==> config.mk <==
export PLATFORM = sky130hd
export DESIGN_NAME = calc_sequencer_flat
export DESIGN_NICKNAME = d
export VERILOG_FILES = /design/src/rtl/calc_sequencer_pkg.sv /design/src/rtl/calc_sequencer_if.sv /design/src/rtl/calc_sequencer.sv /design/src/flat_wrapper.sv
export SDC_FILE = /design/constraint.sdc
export NUM_CORES = 1
export LEC_CHECK = 0
export ABC_AREA = 1
export BUFFER_PORTS_ARGS = -buffer_cell sky130_fd_sc_hd__buf_2
export CORE_UTILIZATION = 45
export DETAILED_ROUTE_END_ITERATION = 6
export GPL_TIMING_DRIVEN = 1
export PLACE_DENSITY = 0.71
export SYNTH_ARGS = -nofsm -noshare
export SYNTH_HDL_FRONTEND = slang
export SYNTH_SLANG_ARGS = --single-unit
==> constraint.sdc <==
create_clock -name clk -period 2.6 [get_ports clk]
set_clock_uncertainty 0.05 [all_clocks]
set_input_delay 0.26 -clock clk [delete_from_list [all_inputs] [get_ports clk]]
set_output_delay 0.26 -clock clk [all_outputs]
set_load 0.05 [all_outputs]
==> src/rtl/calc_sequencer_pkg.sv <==
// Shared encodings for the calculator control sequencer:
// alu modes, FSM states and display phase codes.
package calc_pkg;

    localparam logic [2:0] ALU_ADD = 3'b000;
    localparam logic [2:0] ALU_SUB = 3'b001;
    localparam logic [2:0] ALU_MUL = 3'b010;
    localparam logic [2:0] ALU_DIV = 3'b011;
    localparam logic [2:0] ALU_NOP = 3'b100;

    typedef enum logic [2:0] {
        GET_A = 3'd0,
        GET_B = 3'd1,
        EXEC  = 3'd2,
        DIV   = 3'd3,
        DONE  = 3'd4
    } state_t;

    localparam logic [1:0] PH_GET_A = 2'd0;
    localparam logic [1:0] PH_GET_B = 2'd1;
    localparam logic [1:0] PH_BUSY  = 2'd2;
    localparam logic [1:0] PH_DONE  = 2'd3;

endpackage

==> src/rtl/calc_sequencer_if.sv <==
// Bus between the calculator sequencer (master) and the shared alu (slave).
interface calc_sequencer_if #(
    parameter int W = 16
);

    logic [W-1:0] alu_a;
    logic [W-1:0] alu_b;
    logic [2:0]   alu_mode;
    logic [W-1:0] alu_out;
    logic         alu_neg;

    modport master (
        output alu_a, alu_b, alu_mode,
        input  alu_out, alu_neg
    );

    modport slave (
        input  alu_a, alu_b, alu_mode,
        output alu_out, alu_neg
    );

endinterface

==> src/rtl/calc_sequencer.sv <==
// Calculator control FSM: collects A, B and op, drives the shared alu
// and performs DIV as a restoring division using one alu SUB per cycle.
module calc_sequencer #(
    parameter int OPW = 8,
    parameter int W   = 16,
    parameter int CW  = 3
) (
    input  logic                  clk,
    input  logic                  rst_n,
    input  logic [OPW-1:0]        sw_val,
    input  logic [1:0]            op,
    input  logic                  enter,
    input  logic                  clear,
    calc_sequencer_if.master      alu,
    output logic [W-1:0]          result,
    output logic                  result_neg,
    output logic [OPW-1:0]        remainder,
    output logic                  err,
    output logic                  busy,
    output logic                  done,
    output logic [1:0]            phase
);

    import calc_pkg::*;

    state_t         state, state_n;
    logic [OPW-1:0] a_reg, a_n;
    logic [OPW-1:0] b_reg, b_n;
    logic [1:0]     op_reg, op_n;
    logic [OPW-1:0] q, q_n;
    logic [OPW-1:0] rq, rq_n;
    logic [CW-1:0]  cnt, cnt_n;
    logic [W-1:0]   res_n;
    logic [OPW-1:0] rem_n;
    logic           neg_n, err_n, done_n;
    logic [W-1:0]   sub_a;

    // partial remainder stays below b, so OPW bits hold it
    assign sub_a = W'({rq, a_reg[cnt]});

    assign busy = (state == EXEC) || (state == DIV);

    always_comb begin
        phase = PH_GET_A;
        unique case (state)
            GET_A:     phase = PH_GET_A;
            GET_B:     phase = PH_GET_B;
            EXEC, DIV: phase = PH_BUSY;
            DONE:      phase = PH_DONE;
            default:   phase = PH_GET_A;
        endcase
    end

    always_comb begin
        state_n      = state;
        a_n          = a_reg;
        b_n          = b_reg;
        op_n         = op_reg;
        q_n          = q;
        rq_n         = rq;
        cnt_n        = cnt;
        res_n        = result;
        neg_n        = result_neg;
        rem_n        = remainder;
        err_n        = err;
        done_n       = 1'b0;
        alu.alu_mode = ALU_NOP;
        alu.alu_a    = '0;
        alu.alu_b    = '0;
        unique case (state)
            GET_A: begin
                if (enter) begin
                    a_n     = sw_val;
                    state_n = GET_B;
                end
            end
            GET_B: begin
                if (enter) begin
                    b_n  = sw_val;
                    op_n = op;
                    if (op != 2'b11) begin
                        state_n = EXEC;
                    end else if (sw_val == '0) begin
                        state_n = DONE;
                        err_n   = 1'b1;
                        res_n   = '0;
                        rem_n   = '0;
                        neg_n   = 1'b0;
                        done_n  = 1'b1;
                    end else begin
                        state_n = DIV;
                        cnt_n   = CW'(OPW - 1);
                        rq_n    = '0;
                        q_n     = '0;
                    end
                end
            end
            EXEC: begin
                alu.alu_mode = {1'b0, op_reg};
                alu.alu_a    = W'(a_reg);
                alu.alu_b    = W'(b_reg);
                res_n        = alu.alu_out;
                neg_n        = (op_reg == 2'b10) ? 1'b0 : alu.alu_neg;
                rem_n        = '0;
                state_n      = DONE;
                done_n       = 1'b1;
            end
            DIV: begin
                alu.alu_mode = ALU_SUB;
                alu.alu_a    = sub_a;
                alu.alu_b    = W'(b_reg);
                rq_n = alu.alu_neg ? sub_a[OPW-1:0]
                                   : alu.alu_out[OPW-1:0];
                q_n[cnt] = ~alu.alu_neg;
                if (cnt == '0) begin
                    res_n   = W'(q_n);
                    rem_n   = rq_n;
                    neg_n   = 1'b0;
                    state_n = DONE;
                    done_n  = 1'b1;
                end else begin
                    cnt_n = cnt - CW'(1);
                end
            end
            DONE: begin
                if (enter) begin
                    state_n = GET_A;
                    err_n   = 1'b0;
                end
            end
            default: state_n = GET_A;
        endcase
        if (clear) begin
            state_n = GET_A;
            a_n     = '0;
            b_n     = '0;
            op_n    = '0;
            q_n     = '0;
            rq_n    = '0;
            cnt_n   = '0;
            res_n   = '0;
            neg_n   = 1'b0;
            rem_n   = '0;
            err_n   = 1'b0;
            done_n  = 1'b0;
        end
    end

    always_ff @(posedge clk or negedge rst_n) begin
        if (!rst_n) begin
            state      <= GET_A;
            a_reg      <= '0;
            b_reg      <= '0;
            op_reg     <= '0;
            q          <= '0;
            rq         <= '0;
            cnt        <= '0;
            result     <= '0;
            result_neg <= 1'b0;
            remainder  <= '0;
            err        <= 1'b0;
            done       <= 1'b0;
        end else begin
            state      <= state_n;
            a_reg      <= a_n;
            b_reg      <= b_n;
            op_reg     <= op_n;
            q          <= q_n;
            rq         <= rq_n;
            cnt        <= cnt_n;
            result     <= res_n;
            result_neg <= neg_n;
            remainder  <= rem_n;
            err        <= err_n;
            done       <= done_n;
        end
    end

endmodule

==> src/flat_wrapper.sv <==
// flat-port wrapper written by rule: the top's interface ports become plain ports
module calc_sequencer_flat import calc_pkg::*;
#(
    parameter int OPW = 8,
    parameter int W   = 16,
    parameter int CW  = 3
)
  (clk, rst_n, sw_val, op, enter, clear, result, result_neg, remainder, err, busy, done, phase, alu_alu_a, alu_alu_b, alu_alu_mode, alu_alu_out, alu_alu_neg);
  calc_sequencer_if #(.W(W)) alu_i ();
  input  logic clk;
  input  logic rst_n;
  input  logic [OPW-1:0] sw_val;
  input  logic [1:0] op;
  input  logic enter;
  input  logic clear;
  output logic [W-1:0] result;
  output logic result_neg;
  output logic [OPW-1:0] remainder;
  output logic err;
  output logic busy;
  output logic done;
  output logic [1:0] phase;
  output wire logic [$bits(alu_i.alu_a)-1:0] alu_alu_a;
  output wire logic [$bits(alu_i.alu_b)-1:0] alu_alu_b;
  output wire logic [$bits(alu_i.alu_mode)-1:0] alu_alu_mode;
  input wire logic [$bits(alu_i.alu_out)-1:0] alu_alu_out;
  input wire logic [$bits(alu_i.alu_neg)-1:0] alu_alu_neg;
  assign alu_alu_a = alu_i.alu_a;
  assign alu_alu_b = alu_i.alu_b;
  assign alu_alu_mode = alu_i.alu_mode;
  assign alu_i.alu_out = alu_alu_out;
  assign alu_i.alu_neg = alu_alu_neg;
  calc_sequencer #(.OPW(OPW), .W(W), .CW(CW)) u_core (.clk(clk), .rst_n(rst_n), .sw_val(sw_val), .op(op), .enter(enter), .clear(clear), .alu(alu_i), .result(result), .result_neg(result_neg), .remainder(remainder), .err(err), .busy(busy), .done(done), .phase(phase));
endmodule
* Word level (Yosys, flattened, before mapping)
Index checks and enable logic that the tools add are counted.
** Storage, ports and cells
- Register bits :: 67
- Input bits :: 31
- Logic and storage cells :: 119
** Cells by class
- $add $sub $neg :: 1
- Order comparisons :: 2
- Equality and inequality tests :: 14
- Muxes and demuxes :: 70
- Bitwise logic cells :: 1
- Reductions and logical operators :: 19
** Operator list (number)
- two-way mux 8 bit :: 17
- two-way mux 16 bit :: 5
- one-hot mux 16 bit (3 select lines) :: 1
- two-way mux 3 bit :: 12
- one-hot mux 8 bit (2 select lines) :: 2
- one-hot mux 8 bit (3 select lines) :: 1
- inequality test 3 bit, second input constant :: 7
- two-way mux 1 bit :: 18
- one-hot mux 9 bit (2 select lines) :: 1
- one-hot mux 3 bit (5 select lines) :: 1
- AND reduction 5 bit :: 3
- one-hot mux 3 bit (2 select lines) :: 2
- bitwise mux 8 bit :: 1
- logical NOT 8 bit :: 1
- AND reduction 4 bit :: 2
- == test 3 x 2 -> 1 bit, second input constant :: 2
- logical NOT 3 bit :: 2
- two-way mux 2 bit :: 3
- one-hot mux 1 bit (3 select lines) :: 2
- one-hot mux 2 bit (3 select lines) :: 1
- nonzero test 2 bit :: 3
- nonzero test 3 bit :: 2
- < comparator 3 x 4 -> 1 bit, second input constant :: 1
- AND reduction 2 bit :: 2
- other kinds (15) :: 15

* Logic depth before layout (Yosys ltp)
Gate-level depths: netlist of run 1.
- Depth in word-level cells :: 8
- Mapped depth :: 13
- Gate-level depth less buffers :: 10

* Least setup slack after synthesis of run 1
No wires, ideal clock.
- Path type :: register -> output
- From :: register u_core.state[1]
- To :: output port alu_alu_a[1]
- Data arrival time :: 2535 ps
- Data required time :: 2290 ps
- Path slack :: -245 ps
- Cell stages (with the launch flop) :: 8
- Path through :: dfrtp_1 -> inv_1 -> nor2_2 -> inv_1 -> nor2_1 -> inv_2 -> buf_2 -> o21ai_0
** Between the ends
- Longest elaborated chain between the ends :: 2
- Elaborated cells between the ends (all ways) :: 3
- Classes of those cells :: 2 x eq/ne; 1 x mux
** Ends and longest elaborated chain
- start, declared :: line calc_sequencer.sv:26 : state_t state, state_n;
- start signal, assigned :: line calc_sequencer.sv:164 : state <= state_n;
- == test 3 x 2 -> 1 bit :: line calc_sequencer.sv:70 : unique case (state)
- one-hot mux 9 bit (2 select lines) * :: line calc_sequencer.sv:70
- end, declared :: line flat_wrapper.sv:23 : output wire logic [$bits(alu_i.alu_a)-1:0] alu_alu_a;
Every way passes the cells marked *; elsewhere a longest branch is shown, timed or not.

* Final worst setup path of run 1
- From :: register u_core.state[1]
- To :: output port alu_alu_a[7]
The elaborated chain is that of the path after synthesis.

==> metrics.txt, run 1 <==
status=finished clean; Slew Limit Fails=0; WHS Path Cells=3; worst path buffer plus inverter count=4; Setup crit end kind=output port; syn_area_per_cell=7.19 um^2; placer congestion estimate=0.872; largest net degree at the start of global routing=44; CP arrival=2.17 ns; CTS root buf=clkbuf_8; max reg flops=16; H-tree levels=3; # nets final=620; most frequent cells in the layout=175 x nand2_1, 77 x buf_2, 67 x inv_1, 67 x dfrtp_1, 55 x o21ai_0; r2r startpoint=u_core.cnt[0]; Static Leak=0.00252 uW; number of port buffers=80; Final Hold Fails=0; crit-path most repeated cell=inv_1; HP Start=alu_alu_out[9]; register area share after synthesis=45.4%; Main synth FF type=dfrtp_1; Final ANT Viol Nets=0; WL/cell=13.1 um; final setup fails=0; vias in the first global route=3066; initial antenna violation count=0; synthesized area=3700 um^2; area share of the largest cell type after synthesis=45.4%; post-synth top area cell=dfrtp_1; clock latency on the worst-skew pair=0.35 ns; setup ws final=0.115 ns; Max Freq=402 MHz; r2r setup slk=0.53 ns; CTS Sinks=67; area grow syn2layout=16.8%; yosys warns=0; Longest Clk Path Bufs=2; placed insts=677; Synth Register Bits=67; CTS clk-pin slew, worst paths=0.08 ns; DR iter-0 viols=258; R2R depth=10; total CTS buffers=9; Rel. slew slack=59.3%; Final period util=95.6%; fraction of registers with async set/reset=100%; io pins=96; setup bufs post-CTS=0; first-pass GRT wire length=15.1 mm; RSZ-0062 raised after global routing=true; Rows=32; Mapped Cells=514; DP HPWL=6.61 mm; CP Class=reg -> out; Slew @ Worst Pin=0.610 ns; Core Footprint=7850 um^2; Pre-antenna DRT Iters=5; hold crit path type=in -> reg; WHS=0.0878 ns; largest register by flop count=u_core.result; number of diodes=0; CP delay by family, top=buffers and inverters; Die Wd=92.6 um; remaining global-route overflow=0; gr usage total=22.7%; Critical Path Fanout Max=17; CP Launch Type=flop; initial core utilization=47.1%; Cell Chain, Critical Path=inv_1, nor2_2, inv_1, nor2_1, inv_2, o21ai_0, clkbuf_4; setup_tns=0 ns; CP Data Required Time=2.29 ns; max incr delay on CP=0.39 ns; max cap viols=0; pwr dens=866 nW/um^2; Tmin final=2.48 ns; Setup WS pre-CTS=0.516 ns; slowest cell on the critical path=dfrtp_1; layout cells sized above 1=19.8%; routed wire length=9.08 mm; FILL cells=790; Post-synth EDFFs=0; CTS tree=done; Die ar.=8580 um^2; via count=3403; Worst R2R End=u_core.remainder[0]; DRC Markers=0; Via-to-Cell Ratio=4.90; peak supply drop=0.456 mV; die height=92.6 um; Min-Delay Endpoint=u_core.result[9]; Netlist cell types=27; top post-synthesis cells by area=dfrtp_1 45%, nand2_1 18%, o21ai_0 7.4%, inv_1 6.8%, nand3_1 6.1%; most common cell after layout, fill and taps aside=nand2_1; filler-free cell count of the finished design=694
## final cells by class
| class | instances | area (um^2) | share of cell area [%] |
|---|---|---|---|
| clock buffers | 9 | 124 | 2.87 |
| inverters | 71 | 267 | 6.17 |
| flip-flops and latches | 67 | 1680 | 38.8 |
| repair buffers | 85 | 460 | 10.7 |
| multi-input cells | 353 | 1560 | 36.1 |
| clock inverters | 7 | 101 | 2.35 |
| well taps | 102 | 128 | 2.96 |
## worst register-to-register path: cells and delay by family (launching register included)
| family | cells | cell delay, ns |
|---|---|---|
| AND/OR/NAND/NOR | 7 | 1.09 |
| flip-flops | 1 | 0.53 |
| buffers and inverters | 2 | 0.18 |
| adder cells (fa/ha/maj) | 1 | 0.15 |
## worst max-delay path by stage
stage                               start           end  slack [ns]  depth (start not counted)
after floorplan           u_core.state[1]  alu_alu_a[1]       -0.24                          7
after detailed placement  u_core.state[1]  alu_alu_a[7]        0.52                          7
after global placement    u_core.state[1]  alu_alu_a[2]        0.57                          7
final                     u_core.state[1]  alu_alu_a[7]        0.12                          7
after CTS                 u_core.state[1]  alu_alu_a[7]        0.12                          7
after global routing      u_core.state[1]  alu_alu_a[7]       -0.01                          7
## metal layers
layer	part of all wire (%)	GRT usage, %
met5	0	0
met4	1.7	7.69
met3	7.1	4.84
met2	45	34.4
met1	46	32.2
## per-stage QoR
stage / power [uW] / area, um^2 / util (%)
2_1_floorplan: 2500 / 3750 / -
3_3_place_gp: 2740 / 4070 / 51.9
3_5_place_dp: 2770 / 4070 / 51.9
4_1_cts: 3760 / 4310 / 54.9
5_1_grt: 3980 / 4320 / 55.0
6_report: 3740 / 4320 / 55.0
## logic make-up (layout without fill, tap and decap cells)
logic type / count (synthesis) / in the layout / share of synthesized area (%)
xor+xnor: 1 / 1 / 0.237
compound gates: 65 / 65 / 9.41
other cells: 1 / 15 / 0.101
flops: 67 / 67 / 45.4
simple gates: 270 / 270 / 30.4
buf+inv: 108 / 172 / 13.8
fa+ha+maj: 2 / 2 / 0.677
## power breakdown
| part | internal (uW) | leakage, uW | total (uW) | switching, uW |
|---|---|---|---|---|
| Combinational | 345 | 0.00151 | 1470 | 1120 |
| Clock | 546 | 0.000106 | 980 | 434 |
| Sequential | 1170 | 0.000909 | 1290 | 113 |
## cell usage after synthesis (3+ instances only)
library cell and number:
clkbuf_1 9, nor2_1 37, nand2_1 175, buf_4 19, dfrtp_1 67, inv_2 4
a21oi_1 3, buf_6 4, nand3_1 45, nand4_1 4, buf_2 4, o21ai_0 55
inv_1 67, nor2_2 3
## timing repair
item                       4_1_cts  5_1_grt
setup endpoints to repair        0        3
gates resized for setup          0        3
hold buffers                     1        0
hold endpoints to repair        24        0
(Power assumes the default switching activity.)
==> inputs of run 2 (changes only) <==
- GPL_ROUTABILITY_DRIVEN: default -> 0
- MAX_ROUTING_LAYER: default -> met4
==> metrics.txt, run 2 (synthesis gave the netlist of run 1 again) <==
first-pass GRT wire length=15.0 mm (-0.32%); total CTS buffers=9 (unchanged); max reg flops=16 (unchanged); remaining global-route overflow=0 (unchanged); gr usage total=23.2% (+0.52 points); DP HPWL=6.67 mm (+0.97%); Die ar.=8580 um^2 (unchanged); Tmin final=2.36 ns (-0.128 ns); DR iter-0 viols=271 (+5.0%); area grow syn2layout=18.3%; CP Launch Type=flop; die height=92.6 um (unchanged); number of port buffers=80 (unchanged); routed wire length=9.08 mm (unchanged); status=finished clean; Critical Path Fanout Max=14 (-3); vias in the first global route=3080 (+0.46%); initial antenna violation count=0 (unchanged); Die Wd=92.6 um (unchanged); Rows=32 (unchanged); final setup fails=0 (unchanged); Longest Clk Path Bufs=2 (unchanged); H-tree levels=3 (unchanged); Pre-antenna DRT Iters=4 (-1); most common cell after layout, fill and taps aside=nand2_1; largest register by flop count=u_core.result; io pins=96 (unchanged); Core Footprint=7850 um^2 (unchanged); Slew @ Worst Pin=0.615 ns (+0.00513 ns); CTS root buf=clkbuf_8; Slew Limit Fails=0 (unchanged); WL/cell=13.1 um (-0.14%); CTS clk-pin slew, worst paths=0.07 ns (about the same); setup_tns=0 ns (unchanged); pwr dens=901 nW/um^2 (+4.1%); cell area after placement=4070 um^2 (unchanged); Rel. slew slack=59.0% (-0.35 points); largest net degree at the start of global routing=44 (unchanged); layout cells sized above 1=20.1% (+0.30 points); Static Leak=0.00255 uW (+1.2%); Final period util=90.7% (-4.9 points); peak supply drop=0.456 mV (about the same); setup ws final=0.243 ns (+0.128 ns); RSZ-0062 raised after global routing=false; DRC Markers=0 (unchanged); filler-free cell count of the finished design=695 (+0.14%); Final Hold Fails=0 (unchanged); number of diodes=0 (unchanged); CP arrival=2.05 ns (-0.12 ns); Setup crit end kind=output port; most frequent cells in the layout=175 x nand2_1, 78 x buf_2, 67 x dfrtp_1; CP Class=reg -> out; placed insts=677 (unchanged); Via-to-Cell Ratio=4.98 (+1.6%); max cap viols=0 (unchanged); CTS Sinks=67 (unchanged); hold crit path type=in -> reg; Setup WS pre-CTS=0.504 ns (-0.0127 ns); Design Area, Final=4370 um^2 (+1.3%); # nets final=621 (+0.16%); Final ANT Viol Nets=0 (unchanged); CTS tree=done; via count=3463 (+1.8%); clock latency on the worst-skew pair=0.34 ns (about the same); initial core utilization=47.1% (unchanged); Tot Pwr=3940 uW (+5.5%); CP Data Required Time=2.29 ns (about the same); Max Freq=424 MHz (+5.4%)
run 2: cell count changes in the layout (fill, tap and decap cells not counted):
cell	delta
buf_2	+1
clkbuf_4	-1
bufinv_16	+2
inv_1	-1
o21ai_0	-1
clkinv_4	-1
inv_6	-1
buf_4	+1
clkbuf_8	+1
o21ai_1	+1
run 2: worst max-delay path: stages, from the launching register on:
cell and delay [ns]:
dfrtp_1 0.60, inv_1 0.12, buf_4 0.21, nand2_1 0.07
nand3_1 0.07, nand2_1 0.10, nor2_1 0.06, o22ai_1 0.16
buf_2 0.31
run 2: report_power, final:
group | switching (uW) | total [uW] | leakage, uW | internal (uW)
clock | 410 | 1170 | 0.000133 | 762
sequential | 111 | 1290 | 0.000909 | 1170
combinational | 1130 | 1480 | 0.00151 | 351
total | 1650 | 3940 | 0.00255 | 2290
run 2: cell type report:
type                       instances  area [um^2]
clock buffer                      10          138
clock inverter                     6          136
fill                             787         3470
inverter                          71          270
multi-input combinational        353         1560
sequential                        67         1680
tap                              102          128
timing repair buffer              86          465
run 2: worst paths after layout:
check / start / endpoint / slack, ns / cells past startpoint
worst max register to register: u_core.cnt[0] / u_core.result[0] / 0.56 / 10
worst min-delay path: alu_alu_out[9] / u_core.result[9] / 0.09 / 3
worst min register to register: u_core.remainder[1] / u_core.remainder[1] / 0.42 / 2
max in group asynchronous: rst_n / u_core.result_neg / 1.47 / 3
min in group asynchronous: rst_n / u_core.q[3] / 0.40 / 2
worst max-delay path: u_core.cnt[0] / alu_alu_a[0] / 0.24 / 8
run 2: timing repair:
| item | CTS | global route |
|---|---|---|
| gates resized for setup | 0 | 4 |
| hold buffers | 1 | 0 |
| buffers inserted | 0 | 1 |
| endpoints found under the hold margin | 24 | 0 |
| setup endpoints to repair | 0 | 6 |
run 2: metal layers:
metal	track usage [%]	part of all wire, %
met5	-	0
met4	9.74	2.3
met3	5.17	6.1
met2	33.5	44
met1	31.6	48
run 2: per-stage QoR:
stage | hold WS (ns) | util [%]
global route | 0.0743 | 55.7
detailed placement | 0.253 | 51.9
global placement | 0.256 | 51.9
CTS | 0.0706 | 55.5
finish | 0.0901 | 55.7
floorplan | -0.0856 | -
==> inputs of run 3 (changes only) <==
- ABC_AREA: 1 -> default
- CORE_ASPECT_RATIO: default -> 0.6
- SLEW_MARGIN: default -> 40
==> metrics.txt, run 3 <==
RSZ-0062 raised after global routing=false; # resized after CTS=0 (unchanged); register area share after synthesis=47.0% (+1.7 points); area share of the largest cell type after synthesis=47.0% (+1.7 points); number of diodes=0 (unchanged); number of port buffers=80 (unchanged); r2r startpoint=u_core.cnt[1]; final cell utilization of the core=58.9% (+3.1 points); R2R depth=6 (-4); Critical Path Fanout Max=6 (-8); Via-to-Cell Ratio=5.45 (+9.4%); fraction of registers with async set/reset=100% (unchanged); Die ar.=8290 um^2 (-3.3%); first-pass GRT wire length=14.7 mm (-1.8%); Final ANT Viol Nets=0 (unchanged); total CTS buffers=9 (unchanged); CP Class=reg -> out; io pins=96 (unchanged); Worst R2R End=u_core.remainder[3]; Main synth FF type=dfrtp_1; peak supply drop=0.366 mV (-20%); Post-synth EDFFs=0 (unchanged); layout cells sized above 1=31.5% (+11 points); CTS tree=done; WL/cell=17.0 um (+30%); FILL cells=666 (-15%); Final Hold Fails=0 (unchanged); die height=70.9 um (-23%); initial antenna violation count=0 (unchanged); Slew Limit Fails=0 (unchanged); Core Footprint=7450 um^2 (-5.1%); # nets final=456 (-27%); Setup WS pre-CTS=0.463 ns (-0.0409 ns); Static Leak=0.00230 uW (-9.8%); Die Wd=117 um (+26%); most common cell after layout, fill and taps aside=buf_2; CTS root buf=clkbuf_16; syn_area_per_cell=10.3 um^2 (+44%); combinational fraction of design power=23.8% (-14 points); CP delay by family, top=multiplexers; max incr delay on CP=0.53 ns (-0.07 ns); DR iter-0 viols=215 (-21%); Int Power=2150 uW (-5.9%); DRC Markers=0 (unchanged); routed wire length=9.00 mm (-0.94%); CTS Sinks=67 (unchanged); synthesized area=3560 um^2 (-3.6%); Psw=1000 uW (-39%); Sw Ratio=31.8% (-10 points); gr usage total=25.0% (+1.8 points); Commonest cells post-synth=67 x dfrtp_1, 33 x nor2_1, 32 x nand2_1, 18 x a22o_1; max cap viols=0 (unchanged); Worst Setup SP=u_core.cnt[0]; CP Data Required Time=2.29 ns (about the same); H-tree levels=3 (unchanged); most frequent cells in the layout=79 x buf_2, 67 x dfrtp_1, 32 x nand2_1; Netlist cell types=48 (+78%); max reg flops=16 (unchanged); status=finished clean; Slew @ Worst Pin=0.787 ns (+0.172 ns); DP HPWL=6.57 mm (-1.5%); final setup fails=0 (unchanged); Flop pwr share=37.2% (+4.6 points); Max Freq=428 MHz (+0.88%); Clock power frac=39.0% (+9.3 points); post-synth top area cell=dfrtp_1; pwr dens=720 nW/um^2 (-20%); Mapped Cells=345 (-33%); hold crit path type=in -> reg; CP endpoint=alu_alu_a[0]; setup_tns=0 ns (unchanged); worst path buffer plus inverter count=1 (-2); largest net degree at the start of global routing=36 (-18%); slowest cell on the critical path=mux4_2; Setup crit end kind=output port; initial core utilization=47.9% (+0.77 points); r2r setup slk=0.48 ns (-0.08 ns); Rows=24 (-25%); CP Depth=4 (-4); WHS=0.0923 ns (+0.00214 ns); Cell Chain, Critical Path=mux4_2, mux2i_1, a211oi_4, buf_2; CP arrival=2.03 ns (-0.02 ns); Longest Clk Path Bufs=2 (unchanged); largest register by flop count=u_core.result; Tmin final=2.34 ns (-0.0206 ns); CTS clk-pin slew, worst paths=0.05 ns (-0.02 ns); Synth Register Bits=67 (unchanged); CP Launch Type=flop; vias in the first global route=2768 (-10%); yosys warns=0 (unchanged); clock latency on the worst-skew pair=0.33 ns (about the same); most frequent cell after synthesis=dfrtp_1; setup ws final=0.263 ns (+0.0206 ns); remaining global-route overflow=0 (unchanged); area grow syn2layout=23.0%; via count=2888 (-17%); Rel. slew slack=47.4% (-12 points); top post-synthesis cells by area=dfrtp_1 47%, mux2i_1 4.8%, a22o_1 4.4%, nor2_1 3.5%, mux2_4 3.4%; Final period util=89.9% (-0.79 points); setup bufs post-CTS=0 (unchanged); Pre-antenna DRT Iters=4 (unchanged)
run 3: changes by cell type after synthesis, moves of 17 or more:
cell / previous run / this run
nand2_1: 175 / 32
inv_1: 67 / 9
o21ai_0: 55 / 4
nand3_1: 45 / 2
a22o_1: 0 / 18
mux2i_1: 0 / 17
run 3: metal layers:
metal	vias up	global-route usage (%)	wire, um
met5	-	-	0
met4	0	8.02	98
met3	12	7.28	789
met2	113	32.2	3620
met1	1410	37.1	4490
li1	1353	-	-
run 3: final cells by class:
cell class                 instances  area, um^2  share of cell area, %
timing repair buffer              92         520                   11.9
inverter                           9        33.8                  0.771
tap                              104         130                   2.97
clock buffer                      12         267                   6.08
multi-input combinational        244        1720                   39.3
clock inverter                     2        35.0                  0.799
sequential                        67        1680                   38.3
run 3: kinds of logic after synthesis:
kind of cell	after synthesis	share of synthesized area, %
flops	67	47.0
simple gates	105	14.7
mux	34	11.6
buf+inv	48	7.02
other cells	1	0.105
fa+ha+maj	2	0.702
compound gates	88	18.8
run 3: per-stage QoR:
step / total power (uW) / instance area (um^2) / std cells
final: 3160 / 4380 / 530
after global placement: 1930 / 4070 / 515
after floorplan: 1750 / 3650 / 359
after detailed placement: 1940 / 4070 / 515
after global routing: 3300 / 4380 / 530
after CTS: 3190 / 4380 / 530
run 3: repair_timing:
item	CTS	global route
hold buffers	1	0
endpoints found under the hold margin	32	0
setup endpoints to repair	0	0
run 3: power by group through the flow:
stage | Clock (uW) | Sequential (uW) | Combinational [uW]
floorplan | 0 | 1230 | 520
global placement | 0 | 1190 | 742
detailed placement | 0 | 1190 | 750
CTS | 1260 | 1170 | 754
global route | 1300 | 1180 | 816
finish | 1230 | 1170 | 751
run 3: how the worst min path moves through the flow:
stage | depth (start not counted) | slack (ns) | end | start
after global placement | 1 | 0.32 | u_core.result[8] | rst_n
after floorplan | 0 | -0.09 | u_core.a_reg[0] | rst_n
after CTS | 2 | 0.08 | u_core.result[14] | alu_alu_out[14]
after detailed placement | 1 | 0.32 | u_core.result[8] | rst_n
final | 2 | 0.09 | u_core.result[13] | alu_alu_out[13]
after global routing | 2 | 0.09 | u_core.result[8] | alu_alu_out[8]
